`src/rtl/uart_tx_arb.sv`:
```
// uart_tx_arb
// Round-robin, per-message arbiter that shares one uart_tx byte serializer
// between NUM_REQ byte-stream requesters, with a one-entry output register.
//
// Ports:
//   clk        clock
//   rst        synchronous active-high reset
//   req_val_i  per-requester byte valid
//   req_dat_i  per-requester byte, requester k at [k*DATA_WD +: DATA_WD]
//   req_lst_i  per-requester last-byte-of-message flag
//   req_ack_o  per-requester byte accept (combinational)
//   val_o      byte valid toward uart_tx
//   dat_o      byte toward uart_tx
//   ready_i    uart_tx ready; transfer on val_o && ready_i
//   gnt_idx_o  current or most recent grant holder
//   busy_o     LOCK state or output register occupied
//   err_o      one-cycle pulse after a forced (length guard) release
module uart_tx_arb #(
  parameter int NUM_REQ = 4,
  parameter int IDX_WD  = 2,
  parameter int DATA_WD = 8,
  parameter int MAX_LEN = 16
) (
  input  logic                       clk,
  input  logic                       rst,
  input  logic [NUM_REQ-1:0]         req_val_i,
  input  logic [NUM_REQ*DATA_WD-1:0] req_dat_i,
  input  logic [NUM_REQ-1:0]         req_lst_i,
  output logic [NUM_REQ-1:0]         req_ack_o,
  output logic                       val_o,
  output logic [DATA_WD-1:0]         dat_o,
  input  logic                       ready_i,
  output logic [IDX_WD-1:0]          gnt_idx_o,
  output logic                       busy_o,
  output logic                       err_o
);

  localparam int LEN_WD = (MAX_LEN > 2) ? $clog2(MAX_LEN) : 1;

  typedef enum logic [0:0] {
    ST_IDLE = 1'b0,
    ST_LOCK = 1'b1
  } state_t;

  state_t               r_state;
  state_t               w_state_nxt;
  logic [IDX_WD-1:0]    r_ptr;
  logic [IDX_WD-1:0]    r_gnt;
  logic [LEN_WD-1:0]    r_len;
  logic                 r_val;
  logic [DATA_WD-1:0]   r_dat;
  logic                 r_err;

  logic [IDX_WD-1:0]    w_pick;
  logic                 w_found;
  logic [IDX_WD-1:0]    w_idx;
  logic                 w_hit;
  logic [DATA_WD-1:0]   w_gnt_dat;
  logic                 w_gnt_val;
  logic                 w_gnt_lst;
  logic                 w_len_max;
  logic                 w_ack;
  logic                 w_rel;
  logic                 w_force;

  // Round-robin search: first valid requester upward from ptr+1, wrapping.
  always_comb begin
    w_pick  = '0;
    w_found = 1'b0;
    w_idx   = '0;
    w_hit   = 1'b0;
    for (int i = 1; i <= NUM_REQ; i++) begin
      w_idx   = IDX_WD'((int'(r_ptr) + i) % NUM_REQ);
      w_hit   = !w_found && req_val_i[w_idx];
      w_pick  = w_hit ? w_idx : w_pick;
      w_found = w_found || w_hit;
    end
  end

  // Select the granted requester's byte, valid and last flag.
  always_comb begin
    w_gnt_dat = '0;
    for (int k = 0; k < NUM_REQ; k++) begin
      w_gnt_dat = (r_gnt == IDX_WD'(k)) ? req_dat_i[k*DATA_WD +: DATA_WD] : w_gnt_dat;
    end
    w_gnt_val = req_val_i[r_gnt];
    w_gnt_lst = req_lst_i[r_gnt];
    w_len_max = (r_len == LEN_WD'(MAX_LEN - 1));
  end

  // FSM state register.
  always_ff @(posedge clk) begin
    if (rst) begin
      r_state <= ST_IDLE;
    end else begin
      r_state <= w_state_nxt;
    end
  end

  // FSM next-state logic.
  always_comb begin
    w_state_nxt = r_state;
    case (r_state)
      ST_IDLE: w_state_nxt = w_found ? ST_LOCK : ST_IDLE;
      ST_LOCK: w_state_nxt = w_rel ? ST_IDLE : ST_LOCK;
      default: w_state_nxt = ST_IDLE;
    endcase
  end

  // FSM outputs: ack only in LOCK, when the output register can take a byte
  // (empty, or draining this same cycle).
  always_comb begin
    w_ack     = 1'b0;
    w_rel     = 1'b0;
    w_force   = 1'b0;
    req_ack_o = '0;
    case (r_state)
      ST_LOCK: begin
        w_ack     = w_gnt_val && (!r_val || ready_i);
        w_rel     = w_ack && (w_gnt_lst || w_len_max);
        w_force   = w_ack && !w_gnt_lst && w_len_max;
        req_ack_o = w_ack ? (NUM_REQ'(1) << r_gnt) : '0;
      end
      ST_IDLE: begin
        w_ack     = 1'b0;
        w_rel     = 1'b0;
        w_force   = 1'b0;
        req_ack_o = '0;
      end
      default: begin
        w_ack     = 1'b0;
        w_rel     = 1'b0;
        w_force   = 1'b0;
        req_ack_o = '0;
      end
    endcase
  end

  // Grant, pointer, length counter, output register and error pulse.
  always_ff @(posedge clk) begin
    if (rst) begin
      r_ptr <= IDX_WD'(NUM_REQ - 1);
      r_gnt <= '0;
      r_len <= '0;
      r_val <= 1'b0;
      r_dat <= '0;
      r_err <= 1'b0;
    end else begin
      r_err <= w_force;
      if ((r_state == ST_IDLE) && w_found) begin
        r_gnt <= w_pick;
        r_len <= '0;
      end else if (w_ack && !w_rel) begin
        r_len <= r_len + LEN_WD'(1);
      end
      if (w_rel) begin
        r_ptr <= r_gnt;
      end
      // A new byte overrides a same-cycle drain so val_o stays high.
      if (w_ack) begin
        r_val <= 1'b1;
        r_dat <= w_gnt_dat;
      end else if (r_val && ready_i) begin
        r_val <= 1'b0;
      end
    end
  end

  assign val_o     = r_val;
  assign dat_o     = r_dat;
  assign gnt_idx_o = r_gnt;
  assign err_o     = r_err;
  assign busy_o    = (r_state == ST_LOCK) || r_val;

endmodule

```
`config.mk`:
```
export PLATFORM = sky130hd
export DESIGN_NAME = uart_tx_arb
export DESIGN_NICKNAME = d
export VERILOG_FILES = /design/src/rtl/uart_tx_arb.sv
export SDC_FILE = /design/constraint.sdc
export NUM_CORES = 1
export LEC_CHECK = 0
export ABC_CLOCK_PERIOD_IN_PS = 4200
export CORE_MARGIN = 2
export CORE_UTILIZATION = 42
export DETAILED_ROUTE_END_ITERATION = 10
export PLACE_DENSITY = 0.85
export SETUP_SLACK_MARGIN = 0.05
export SLEW_MARGIN = 20
export SYNTH_ARGS = -nofsm -noshare
export SYNTH_HDL_FRONTEND = slang
export SYNTH_SLANG_ARGS = --single-unit
export TNS_END_PERCENT = 1
```
`constraint.sdc`:
```
create_clock -name clk -period 4.2 [get_ports clk]
set_clock_uncertainty 0.1 [all_clocks]
set_input_delay 0.84 -clock clk [delete_from_list [all_inputs] [get_ports clk]]
set_output_delay 0.84 -clock clk [all_outputs]
set_load 0.02 [all_outputs]
```
* After elaboration in Yosys (flattened, before gate mapping)
Cells that the tools add are included.
** Storage, ports and cells
- Register bits :: 19
- Input port bits :: 43
- Output and inout port bits :: 17
- Logic and storage cells :: 78
** Operators by class
- Add/sub/neg operators :: 5
- $lt $le $gt $ge :: 5
- Equality and inequality tests :: 4
- Shift operators :: 1
- Multiplexer cells :: 30
- Bitwise gates (word level) :: 1
- Reductions and logical operators :: 25
** Operator list (number)
- two-way mux 8 bit :: 4
- less-than comparator 2 x 3 -> 1 bit, second input constant :: 5
- binary-select mux 1 bit (select 2 bit) :: 6
- logical AND 1 bit :: 10
- two-way mux 1 bit :: 10
- two-way mux 2 bit :: 4
- case mux 1 bit (2 select lines) :: 4
- case mux 4 bit (2 select lines) :: 1
- zero test 1 bit :: 6
- logical OR 1 bit :: 6
- adder 2 x 1 -> 2 bit, second input constant :: 2
- adder 2 bit, second input constant :: 2
- adder 4 x 1 -> 4 bit, second input constant :: 1
- == test 2 bit, second input constant :: 2
- == test 4 bit, second input constant :: 1
- two-way mux 4 bit :: 1
- left shift 1 x 2 -> 4 bit, first input constant :: 1
- == test 2 x 1 -> 1 bit, second input constant :: 1
- zero test 2 bit :: 1
- nonzero test 2 bit :: 1
- OR reduction 2 bit :: 1
- NOT 1 bit :: 1

* Longest topological paths before layout
- Depth in word-level cells :: 14
- Gate-level depth with buffers :: 6
- Depth with buffers taken out :: 5

* Least setup slack after synthesis
No wires, ideal clock.
- Kind :: input-to-output
- From :: input req_val_i[1]
- To :: output req_ack_o[2]
- Arrival :: 1.955 ns
- Data required time :: 3.260 ns
- Path slack :: 1.305 ns
- Stages :: 4
- Cell sequence :: mux4_2 nand3_1 buf_2 nor3b_1
** On the way
- Longest elaborated chain between the ends :: 5
** RTL lines
- from (decl) :: line 26 : input logic [NUM_REQ-1:0] req_val_i,
- binary-select mux 1 bit (select 2 bit) :: line 86 : w_gnt_val = req_val_i[r_gnt];
- two-way mux 1 bit (implied by the code) :: line 86
- logical AND 1 bit :: line 119 : w_ack = w_gnt_val && (!r_val || ready_i);
- two-way mux 4 bit :: line 122 : req_ack_o = w_ack ? (NUM_REQ'(1) << r_gnt) : '0;
- case mux 4 bit (2 select lines) :: line 117 : case (r_state)
- to (decl) :: line 29 : output logic [NUM_REQ-1:0] req_ack_o,
No other way between the ends. The select of a mux whose other input is x is not followed.

* Worst setup path in the final report
- From :: input req_val_i[3]
- To :: output req_ack_o[2]
Same word-level chain as after synthesis.

==> qor.csv <==
stage,metric,value,unit
outcome,outcome,completed,
route,drtIter0Drc,52,
yosys,synth-edff-count,0,
grt,groute.layer.met2.usage,42.5,%
cts,postCtsSetupRepairBufs,0,
cts,cts_sinks,19,
cts,clkSlewWorstSetupHoldPaths,100,ps
power,internal_power,0.323,mW
sta,slew_headroom,53.3,%
grt,first_global_vias,1199,
setup_path,path_class,in2out,
sta,slew_viol_final,0,
grt,grt.met1_usage,25.2,%
finish,drive_above_1_share,8.33,%
floorplan,start_util,45.0,%
yosys,seq_area_frac_synth,33.5,%
setup_path,r2r_cells,5,
setup_path,regToRegEndpoint,r_len[0],
finish,multi_input_area,698,um^2
worst_hold_path,min_from,dat_o[6],
route,ant_nets,0,
finish,nFillCells,202,
floorplan,die_h,56.0,um
yosys,syn_inst,125,
route,viasPerCell,5.62,
cts,clk_path_buf_depth,2,
route,drt-wirelength-per-cell,16.1,um
sta,worst_pin_slew,699,ps
route,firstDrtPassIters,4,
finish,area_delta_synth_final,54.7,%
setup_path,slowest_delay,640,ps
cts,cts_buffers,3,
setup_path,critPathMaxFanout,7,
cts,cts_root_buf,clkbuf_4,
finish,fin_util,69.6,%
setup_path,slowest_stage,clkdlybuf4s50_1,
yosys,synth.cell_area,0.00113,mm^2
power,power_density,262,mW/mm^2
worst_hold_path,min_path_cells,2,
floorplan,dieArea,0.00313,mm^2
grt,met3_usage,3.49,%
sta,post-route-min-period,3670,ps
placed_design,dpl-instance-area,0.00173,mm^2
power,p_leak,0.645,nW
yosys,ys.flop_type,dfxtp_1,
floorplan,num_rows,18,
power,clkPwrFrac,20.1,%
finish,diodes,0,
sta,setup_tns,0,ps
setup_path,worst-r2r-setup-slack,2010,ps
sta,max_freq,0.272,GHz
placed_design,preCtsSetupSlack,528,ps
yosys,synth_top_area_share,33.5,%
floorplan,die_w,56.0,um
job,drv_cap,0,
grt,grt_overflow,0,
yosys,async_reset_ff_share,0,%
setup_path,path_delay_family,buffers and inverters,
sta,hold_violations,0,
worst_hold_path,hp-class,reg2reg,
cts,cts_tree,built,
cts,hold_buffers,0,
yosys,yosysTopAreaCell,dfxtp_1,
floorplan,coreArea,0.00252,mm^2
grt,antenna_found_initial,0,
power,ir_drop,0.000162,V
route,route.vias.total,1180,
grt,grt_pass1_wl,5630,um
route,drcViolationCount,0,
finish,nNetsFinal,225,
grt,grt_start_max_net_pins,19,
setup_path,crit_buf_inv,2,
setup_path,crit_top_cell,clkdlybuf4s50_1,
placed_design,gp_congestion,0.822,
sta,final.setup.worst_slack,530,ps
sta,rsz0062_at_grt,false,
finish,register_area,380,um^2
yosys,syn_nets,169,
sta,period_share,87.4,%
yosys,synth-seq-cells,19,
floorplan,ios,60,
power,netSwitchingFraction,29.6,%
grt,grt_use_total,22.8,%
yosys,post_synth_num_cell_types,32,
cts,clk_latency,290,ps
cts,ctsResizeCount,0,
yosys,yosysMostFrequentCell,nand2_1,
route,routed_wl,3390,um
power,power.switching,0.136,mW
yosys,synth_area_leaders,"dfxtp_1, mux4_2, nand2_1",
yosys,syn_area_per_cell,9.08,um^2
power,combPwrFrac,35.3,%
yosys,netlist_top_cells_count,"nand2_1, dfxtp_1, a21oi_1, mux4_2, nor2_1",
worst_hold_path,hold_end,dat_o[6],
placed_design,port_buffers,59,
setup_path,crit_chain,"clkdlybuf4s50_1, mux4_2, nand3_1, nor3b_1, clkdlybuf4s50_1",
setup_path,endpoint_kind,output port,
power,p_seq_share,44.6,%
sta,setup_viol_count_final,0,
placed_design,post-dp-hpwl,2730,um
cts,htree_levels,1,
grt,grt_busiest_layer,met2,
setup_path,rr_startpoint,gnt_idx_o[1],
setup_path,worstPathArrival,2730,ps
sta,whs,364,ps
setup_path,worstPathRequired,3260,ps
setup_path,start_kind,primary input,
finish,final_cell_area,0.00176,mm^2
yosys,synth_warnings,0,
==> kinds of logic (layout without fill, tap and decap cells) <==
family	Yosys count	after routing	synth area share [%]
buffers and inverters	12	67	4.96
AOI/OAI and AO/OA	25	25	13.0
DFF	19	19	33.5
adders and majority gates	1	1	1.10
and+or+nand+nor	55	55	23.9
muxes	13	13	23.5
==> worst reg2reg max path, cell delays in order, from the launching register on <==
cell      delay (ps)
dfxtp_1          790
mux4_2           390
nand3_1          140
buf_4            220
or3_1            350
a21boi_1         140
==> final cells by class <==
type,count,area share (%)
inverters,2,0.428
repair buffers,61,34.5
well taps,30,2.14
multi-input cells,94,39.8
flip-flops and latches,19,21.7
clock buffers,4,1.50
==> worst max path at each step <==
stage | slack, ps | start | depth (start not counted) | endpoint
detailed placement | 530 | req_val_i[3] | 5 | req_ack_o[2]
global placement | 580 | req_val_i[3] | 5 | req_ack_o[2]
finish | 530 | req_val_i[3] | 5 | req_ack_o[2]
floorplan | 1300 | req_val_i[1] | 4 | req_ack_o[2]
CTS | 530 | req_val_i[3] | 5 | req_ack_o[2]
global route | 450 | req_val_i[1] | 5 | req_ack_o[2]
==> registers in the layout, indices dropped and copies added (netlist names) <==
name	flops
dat_o	8
r_len	4
gnt_idx_o	2
r_ptr	2
err_o	1
r_state	1
val_o	1
==> metal layers <==
layer / routed length, um / vias up
li1: - / 563
met1: 1250 / 558
met2: 1870 / 47
met3: 172 / 12
met4: 104 / 0
met5: 0 / -
==> placed cells by master (no fill, tap or decap), types with 2 or more instances in the layout <==
cell,instances
a21oi_1,16
and3_1,3
buf_4,2
clkbuf_4,3
clkdlybuf4s50_1,59
dfxtp_1,19
inv_1,2
mux2i_1,3
mux4_1,3
mux4_2,7
nand2_1,22
nand2b_1,5
nand3_1,6
nor2_1,7
nor3_1,3
nor3b_1,2
o21ai_0,2
==> metrics by stage <==
| step | cells | power (mW) |
|---|---|---|
| 3_3_place_gp | 206 | 0.365 |
| 6_report | 210 | 0.460 |
| 3_5_place_dp | 206 | 0.371 |
| 4_1_cts | 210 | 0.462 |
| 5_1_grt | 210 | 0.485 |
| 2_1_floorplan | 125 | 0.295 |
==> power by group through the flow <==
stage | clock network (mW) | registers [mW] | logic, mW
after CTS | 0.0933 | 0.205 | 0.163
after global placement | 0 | 0.208 | 0.157
after floorplan | 0 | 0.211 | 0.0840
after global routing | 0.102 | 0.207 | 0.176
final | 0.0922 | 0.205 | 0.162
after detailed placement | 0 | 0.209 | 0.162
No activity file was read; power rests on OpenSTA's default activity.
